===== config.mk =====
export PLATFORM = sky130hd
export DESIGN_NAME = instr_fetch_flat
export DESIGN_NICKNAME = d
export VERILOG_FILES = /design/src/rtl/instr_fetch_pkg.sv /design/src/rtl/instr_fetch_if.sv /design/src/rtl/instr_fetch_watchdog.sv /design/src/rtl/instr_fetch.sv /design/src/flat_wrapper.sv
export SDC_FILE = /design/constraint.sdc
export NUM_CORES = 1
export LEC_CHECK = 0
export BUFFER_PORTS_ARGS = -buffer_cell sky130_fd_sc_hd__buf_4
export CAP_MARGIN = 5
export CORE_UTILIZATION = 45
export CTS_CLUSTER_SIZE = 28
export DETAILED_ROUTE_END_ITERATION = 10
export PLACE_DENSITY = 0.75
export SLEW_MARGIN = 10
export SYNTH_ARGS = -nofsm -noshare
export SYNTH_HDL_FRONTEND = slang
export SYNTH_SLANG_ARGS = --single-unit
export TNS_END_PERCENT = 1

===== constraint.sdc =====
create_clock -name CLK -period 3.3 [get_ports CLK]
set_input_delay 0.495 -clock CLK [delete_from_list [all_inputs] [get_ports CLK]]
set_output_delay 0.495 -clock CLK [all_outputs]
set_load 0.005 [all_outputs]

===== src/rtl/instr_fetch_pkg.sv =====
// rtl/instr_fetch_pkg.sv - shared constants and state encoding for the instruction-fetch stage
package instr_fetch_pkg;

  localparam int INSTR_W  = 16;
  localparam int TYPE_MSB = 15;
  localparam int TYPE_LSB = 13;
  localparam int OP_MSB   = 12;
  localparam int OP_LSB   = 8;

  typedef enum logic [1:0] {
    FETCH   = 2'd0,
    HOLD    = 2'd1,
    BACKOFF = 2'd2
  } fetch_state_t;

endpackage


===== src/rtl/instr_fetch_if.sv =====
// rtl/instr_fetch_if.sv - instruction-memory request/acknowledge bus
interface instr_fetch_if #(
  parameter int ADDR_W = 16
);
  import instr_fetch_pkg::*;

  logic               IM_REQ;
  logic [ADDR_W-1:0]  IM_ADDR;
  logic               IM_ACK;
  logic [INSTR_W-1:0] IM_DATA;

  modport master (output IM_REQ, output IM_ADDR, input IM_ACK, input IM_DATA);
  modport slave  (input IM_REQ, input IM_ADDR, output IM_ACK, output IM_DATA);

endinterface


===== src/rtl/instr_fetch_watchdog.sv =====
// rtl/instr_fetch_watchdog.sv - fetch timeout counter with sticky error flag
module fetch_watchdog #(
  parameter int TIMEOUT = 15
) (
  input  logic CLK,
  input  logic RESET,
  input  logic active,
  input  logic ack,
  output logic expire,
  output logic FETCH_ERR
);

  localparam logic [7:0] LAST = 8'(TIMEOUT - 1);

  logic [7:0] count;

  // An ACK on the final wait cycle takes priority over the timeout.
  assign expire = active && !ack && (count == LAST);

  always_ff @(posedge CLK or negedge RESET) begin
    if (!RESET) begin
      count     <= '0;
      FETCH_ERR <= 1'b0;
    end else begin
      if ((active && ack) || expire) begin
        count <= '0;
      end else if (active) begin
        count <= count + 8'd1;
      end
      if (expire) begin
        FETCH_ERR <= 1'b1;
      end
    end
  end

endmodule


===== src/rtl/instr_fetch.sv =====
// rtl/instr_fetch.sv - program counter, instruction register and fetch FSM
module instr_fetch
  import instr_fetch_pkg::*;
#(
  parameter int                 ADDR_W   = 16,
  parameter logic [ADDR_W-1:0]  RESET_PC = '0,
  parameter int                 TIMEOUT  = 15
) (
  input  logic               CLK,
  input  logic               RESET,
  input  logic               W_PC,
  input  logic               TAKEN,
  input  logic [ADDR_W-1:0]  JUMP_ADDR,
  instr_fetch_if.master      im,
  output logic [INSTR_W-1:0] IR,
  output logic [2:0]         ir_type,
  output logic [4:0]         op,
  output logic               IR_VALID,
  output logic [ADDR_W-1:0]  PC,
  output logic [ADDR_W-1:0]  PC_NEXT,
  output logic               FETCH_ERR
);

  fetch_state_t state, state_nxt;
  logic         fetch_req;
  logic         capture;
  logic         commit;
  logic         expire;

  always_ff @(posedge CLK or negedge RESET) begin
    if (!RESET) begin
      state <= FETCH;
    end else begin
      state <= state_nxt;
    end
  end

  always_comb begin
    state_nxt = state;
    case (state)
      FETCH: begin
        if (im.IM_ACK) begin
          state_nxt = HOLD;
        end else if (expire) begin
          state_nxt = BACKOFF;
        end
      end
      HOLD: begin
        if (W_PC) begin
          state_nxt = FETCH;
        end
      end
      BACKOFF: state_nxt = FETCH;
      default: state_nxt = FETCH;
    endcase
  end

  // Reset leaves the state at FETCH, so the request must also be gated by RESET itself.
  always_comb begin
    fetch_req = (state == FETCH) && RESET;
    capture   = (state == FETCH) && im.IM_ACK;
    commit    = (state == HOLD) && W_PC;
  end

  fetch_watchdog #(
    .TIMEOUT(TIMEOUT)
  ) u_watchdog (
    .CLK      (CLK),
    .RESET    (RESET),
    .active   (state == FETCH),
    .ack      (im.IM_ACK),
    .expire   (expire),
    .FETCH_ERR(FETCH_ERR)
  );

  always_ff @(posedge CLK or negedge RESET) begin
    if (!RESET) begin
      PC       <= RESET_PC;
      IR       <= '0;
      IR_VALID <= 1'b0;
    end else begin
      if (capture) begin
        IR       <= im.IM_DATA;
        IR_VALID <= 1'b1;
      end
      if (commit) begin
        PC       <= TAKEN ? JUMP_ADDR : PC_NEXT;
        IR_VALID <= 1'b0;
      end
    end
  end

  assign PC_NEXT    = PC + ADDR_W'(1);
  assign im.IM_REQ  = fetch_req;
  assign im.IM_ADDR = PC;
  assign ir_type    = IR[TYPE_MSB:TYPE_LSB];
  assign op         = IR[OP_MSB:OP_LSB];

endmodule


===== src/flat_wrapper.sv =====
// flat-port wrapper written by rule: the top's interface ports become plain ports
module instr_fetch_flat import instr_fetch_pkg::*;
#(
  parameter int                 ADDR_W   = 16,
  parameter logic [ADDR_W-1:0]  RESET_PC = '0,
  parameter int                 TIMEOUT  = 15
)
  (CLK, RESET, W_PC, TAKEN, JUMP_ADDR, IR, ir_type, op, IR_VALID, PC, PC_NEXT, FETCH_ERR, im_IM_REQ, im_IM_ADDR, im_IM_ACK, im_IM_DATA);
  instr_fetch_if #(.ADDR_W(ADDR_W)) im_i ();
  input  logic CLK;
  input  logic RESET;
  input  logic W_PC;
  input  logic TAKEN;
  input  logic [ADDR_W-1:0] JUMP_ADDR;
  output logic [INSTR_W-1:0] IR;
  output logic [2:0] ir_type;
  output logic [4:0] op;
  output logic IR_VALID;
  output logic [ADDR_W-1:0] PC;
  output logic [ADDR_W-1:0] PC_NEXT;
  output logic FETCH_ERR;
  output wire logic [$bits(im_i.IM_REQ)-1:0] im_IM_REQ;
  output wire logic [$bits(im_i.IM_ADDR)-1:0] im_IM_ADDR;
  input wire logic [$bits(im_i.IM_ACK)-1:0] im_IM_ACK;
  input wire logic [$bits(im_i.IM_DATA)-1:0] im_IM_DATA;
  assign im_IM_REQ = im_i.IM_REQ;
  assign im_IM_ADDR = im_i.IM_ADDR;
  assign im_i.IM_ACK = im_IM_ACK;
  assign im_i.IM_DATA = im_IM_DATA;
  instr_fetch #(.ADDR_W(ADDR_W), .RESET_PC(RESET_PC), .TIMEOUT(TIMEOUT)) u_core (.CLK(CLK), .RESET(RESET), .W_PC(W_PC), .TAKEN(TAKEN), .JUMP_ADDR(JUMP_ADDR), .im(im_i), .IR(IR), .ir_type(ir_type), .op(op), .IR_VALID(IR_VALID), .PC(PC), .PC_NEXT(PC_NEXT), .FETCH_ERR(FETCH_ERR));
endmodule

### Word level (Yosys, flattened, before mapping)

Cells that the tools add are included.
Widths: inputs -> output; s select.

| word-level totals | value |
|---|---|
| bits in registers | 44 |
| input bits | 37 |
| output and inout bits | 75 |
| logic and storage cells | 32 |

| cells by class | value |
|---|---|
| $add $sub $neg | 2 |
| equality and inequality tests | 4 |
| multiplexer cells | 9 |
| reduce and logical (&&, ||, !) cells | 11 |

Operators by type and width:

| cell | number |
|---|---|
| $add 16x1->16 const B | 1 |
| $mux 16 | 1 |
| $mux 8 | 2 |
| $add 8x1->8 const B | 1 |
| $eq 8x4->1 const B | 1 |
| $mux 2 | 3 |
| $logic_and 1x1->1 | 5 |
| $pmux 2 s2 | 1 |
| $reduce_bool 2->1 | 2 |
| $ne 3x2->1 const B | 1 |
| $eq 2x1->1 const B | 1 |
| $logic_not 2->1 | 1 |
| $mux 1 | 2 |
| $ne 2x2->1 const B | 1 |
| $reduce_and 2->1 | 1 |
| $logic_not 1->1 | 1 |
| $logic_or 1x1->1 | 1 |

### Longest topological paths before layout

| logic depth | value |
|---|---|
| depth after elaboration | 6 |
| depth in mapped cells | 6 |
| depth with buffers taken out | 6 |

### Modules after synthesis

A second synthesis with hierarchy kept.

| second synthesis, totals | value |
|---|---|
| cells, all modules | 257 |
| area, all modules | 2531.2 um2 |

By module, submodules not included:

| module | instances | cells each | area an instance (um2) | seq. area each (um2) |
|---|---|---|---|---|
| instr_fetch | 1 | 210 | 2047.0 | 875.8 |
| fetch_watchdog | 1 | 47 | 484.2 | 225.2 |

### Worst setup path before layout

OpenSTA, ideal clock, no wires.

| timing | value |
|---|---|
| path kind | flip-flop to output port |
| start | reg u_core.PC[0] |
| end | out PC_NEXT[12] |
| data arrival time | 1446 ps |
| data required time | 2805 ps |
| setup slack | 1359 ps |
| cell stages (with the launch flop) | 5 |
| buffers on the path | 0 |
| cells stage by stage | dfrtp_1 -> ha_1 -> nand4_2 -> nor3_1 -> xnor2_1 |

| on the way | value |
|---|---|
| longest elaborated chain between the ends | 1 |

Ends and longest elaborated chain:

| item | RTL line | source |
|---|---|---|
| start: declaration | instr_fetch.sv:19 | `output logic [ADDR_W-1:0] PC,` |
| start signal: assignment | instr_fetch.sv:87 | `PC <= TAKEN ? JUMP_ADDR : PC_NEXT;` |
| $add 16x1->16 | instr_fetch.sv:93 | `assign PC_NEXT = PC + ADDR_W'(1);` |
| end: declaration | flat_wrapper.sv:20 | `output logic [ADDR_W-1:0] PC_NEXT;` |

No other way between the ends.

### Worst setup path in the final report

Same ends and word-level chain as after synthesis.

==> results_dict.tcl <==
set metrics [dict create \
    outcome "finished clean" \
    fin_crit_sh_pct 76.9 \
    dp.cells 417 \
    postSynthCellCount 272 \
    r2r_end "u_core.IR[2]$_DFFE_PN0P_" \
    final_layout_size_suffix_gt1_share_pct 42.2 \
    p_per_area_mw_per_mm2 573 \
    rsz0062_at_grt "false" \
    async_reset_ff_share_pct 100 \
    tns_ns 0 \
    fmax_mhz 394 \
    hpwl_mm 4.48 \
    leakage_nw 1.57 \
    syn_area_sq_mm 0.00265 \
    ys_warn_count 0 \
    core_area_sq_mm 0.00561 \
    syn_to_final_growth_pct 29.0 \
    clock_sinks 44 \
    setup_violations 0 \
    cts_tree "built" \
    place.gp.congestion 0.869 \
    multi_input_area_sq_mm 0.00126 \
    wire_per_inst_microns 14.5 \
    worst_slew_pin_slew_ns 0.779 \
    min_path_type "primary input to asynchronous set/reset pin" \
    drv_slew 0 \
    synthFlopType "dfrtp_1" \
    fp-row-count 27 \
    synth-seq-area-share_pct 41.5 \
    nFillCells 490 \
    criticalPathCategory "flip-flop to output port" \
    grt_max_degree 45 \
    maxSlewHeadroom_pct 48.1 \
    power.net_switching_mw 0.685 \
    drtIter0Drc 67 \
    antenna_found_initial 0 \
    vdd_drop_max_uv 365 \
    power.clock.fraction_pct 17.8 \
    r2r_start "u_core.state[0]$_DFFE_PN0P_" \
    cp-start-kind "flip-flop" \
    ios 112 \
    ctsResizeCount 0 \
    antenna_cells 0 \
    post_cts_buffers 0 \
    hold_viol 0 \
    synth_cell_types 51 \
    worstPathArrival_ns 2.04 \
    internal_power_mw 1.28 \
    register_area_sq_mm 0.00110 \
    cts_hold_buf 0 \
    grt_pass1_vias 2098 \
    post-route-worst-setup-slack_ns 0.761 \
    fin_crit_ns 2.54 \
    dieHeight_microns 78.8 \
    cts-root-buf "clkbuf_8" \
    cts_inserted_buffers 5 \
    fin_cells 425 \
    clk_pin_slew_ns 0.09 \
    synth_edf_count 0 \
    combPwrFrac_pct 39.0 \
    initial_utilization_pct 47.3 \
    portBuffers 111 \
    vias 2225 \
    reg2reg_slack_ns 1.41 \
    via_per_inst 5.24 \
    crit_required_ns 2.80 \
    finalNetCount 392 \
    fin_util_pct 61.0 \
    ctsLongestPathBuffers 2 \
    grt_pass1_wl_mm 9.93 \
    r2r_cells 3 \
    max_cap_viol_count 0 \
    swShare_pct 34.9 \
    drc 0 \
    syn_area_per_cell_sq_um 9.75 \
    die-area_sq_mm 0.00621 \
    cts_max_level 2 \
    syn_nets 312 \
    synth_seq_cells 44 \
    grt-ovfl-total 0 \
    final_antenna_net_count 0 \
    fin_skew_ns 0.0111 \
    p_seq_share_pct 43.1 \
    firstDrtPassIters 4 \
    worst_skew_pair.late_latency_ns 0.30 \
    routed_wl_mm 6.16 \
    die_w_microns 78.8 \
    grt.total_usage_pct 20.6 \
    path_max_fanout 8 \
    pre_cts_ws_ns 1.10 \
    endpoint_kind "output port" \
]
==> through the flow <==
stage	cell area [sq um]	hold slack [ns]	total power, mW
6_report	3420	0.293	1.96
5_1_grt	3420	0.338	2.09
4_1_cts	3420	0.307	1.98
3_5_place_dp	3330	0.463	1.63
3_3_place_gp	3330	0.462	1.61
2_1_floorplan	2650	0.199	1.26
==> registers in the layout, summed over array words and instances (netlist names) <==
register / cells
u_core.u_watchdog.FETCH_ERR: 1
u_core.state: 2
u_core.IR_VALID: 1
u_core.u_watchdog.count: 8
u_core.IR: 16
u_core.PC: 16
==> cell usage in the layout, fill, tap and decap left out, drive strengths merged, types with 2 or more instances in the layout <==
master    synthesis  layout
o21ai            13      13
mux2i             4       4
o22a              2       2
o2bb2ai           2       2
xnor2             8       8
nor2b             2       2
inv               6       6
clkinv            1       2
nand4             7       7
o311ai            2       2
a311o             2       2
nand2            20      20
mux2             16      16
nand2b            2       2
clkinvlp          0       2
xor2              8       8
buf              33     113
a21oi            11      11
a21o              2       2
o21a              2       2
ha                3       3
nor4              4       4
and3              4       4
nor2             18      18
nor3             11      11
dfrtp            44      44
nand3            16      16
a31oi             5       5
nor3b             2       2
or2               2       2
and2              3       3
clkbuf            7       5
==> per-layer routing <==
layer / wire, microns / global-route usage [%] / vias up / part of all wire [%]
li1: - / - / 1093 / -
met1: 2620 / 25.9 / 1047 / 43
met2: 3030 / 34.5 / 79 / 49
met3: 446 / 5.52 / 6 / 7.2
met4: 66 / 6.48 / 0 / 1.1
met5: 0 / 0 / - / 0
==> final cells by class <==
type                    instances  share of cell area (%)
clock buffers                   5                    2.01
well taps                      72                    2.63
clock inverters                 3                   0.695
multi-input cells             181                    36.9
flip-flops and latches         44                    32.2
inverters                       7                   0.768
repair buffers                113                    24.8
==> cells in the mapped netlist (2+ instances only) <==
| cell | instances | area share, % |
|---|---|---|
| or2_2 | 2 | 0.47 |
| nor4_1 | 2 | 0.47 |
| o22a_1 | 2 | 0.66 |
| o2bb2ai_1 | 2 | 0.66 |
| nand4_2 | 2 | 0.94 |
| nor3b_1 | 2 | 0.57 |
| o21ai_0 | 13 | 2.5 |
| nor2_1 | 17 | 2.4 |
| inv_1 | 6 | 0.85 |
| a21oi_1 | 11 | 2.1 |
| xnor2_1 | 8 | 2.6 |
| nand3_1 | 15 | 2.8 |
| nand4_1 | 4 | 0.94 |
| buf_2 | 6 | 1.1 |
| and3_1 | 4 | 0.94 |
| nor2b_1 | 2 | 0.47 |
| and2_1 | 3 | 0.71 |
| nand2b_1 | 2 | 0.47 |
| nor3_1 | 9 | 1.7 |
| a21o_1 | 2 | 0.57 |
| mux2_2 | 15 | 6.4 |
| nor4_4 | 2 | 1.6 |
| a31oi_1 | 4 | 0.94 |
| nand2_1 | 20 | 2.8 |
| ha_1 | 3 | 1.4 |
| buf_4 | 26 | 7.4 |
| o21a_1 | 2 | 0.57 |
| a311o_1 | 2 | 0.75 |
| clkbuf_1 | 7 | 0.99 |
| nor3_2 | 2 | 0.75 |
| o311ai_0 | 2 | 0.66 |
| mux2i_1 | 4 | 1.5 |
| dfrtp_1 | 44 | 42 |
| xor2_1 | 8 | 2.6 |
==> how the worst max path moves through the flow <==
| stage | startpoint | endpoint | depth (start not counted) |
|---|---|---|---|
| after floorplan | u_core.PC[0]$_DFFE_PN0P_ | PC_NEXT[12] | 4 |
| after global placement | u_core.PC[0]$_DFFE_PN0P_ | PC_NEXT[12] | 5 |
| after detailed placement | u_core.PC[0]$_DFFE_PN0P_ | PC_NEXT[12] | 5 |
| after CTS | u_core.PC[0]$_DFFE_PN0P_ | PC_NEXT[12] | 5 |
| after global routing | u_core.PC[0]$_DFFE_PN0P_ | PC_NEXT[10] | 5 |
| final | u_core.PC[0]$_DFFE_PN0P_ | PC_NEXT[12] | 5 |
==> worst max-delay path, cell delays in order, from the launching register on <==
cell and delay, ns:
dfrtp_1 0.48, ha_1 0.32, nand4_2 0.25, nor3_1 0.41, xnor2_1 0.16, buf_4 0.13
==> logic make-up (layout without fill, tap and decap cells) <==
kind of cell             Yosys count  count (layout)  share of synthesized area [%]
buffers and inverters             47             128                           10.9
adder cells (fa/ha/maj)            3               3                           1.42
multiplexers                      20              20                           8.30
AND/OR/NAND/NOR                   95              95                           20.9
flip-flops                        44              44                           41.5
AO/OA/AOI/OAI                     47              47                           11.7
XOR/XNOR                          16              16                           5.28
==> power groups by stage <==
stage	sequential, mW	clock (mW)	combinational [mW]
detailed placement	0.856	0	0.777
global placement	0.847	0	0.765
floorplan	0.805	0	0.458
CTS	0.847	0.359	0.777
global route	0.873	0.381	0.837
finish	0.846	0.350	0.765
Power figures use the tool's default switching activity.
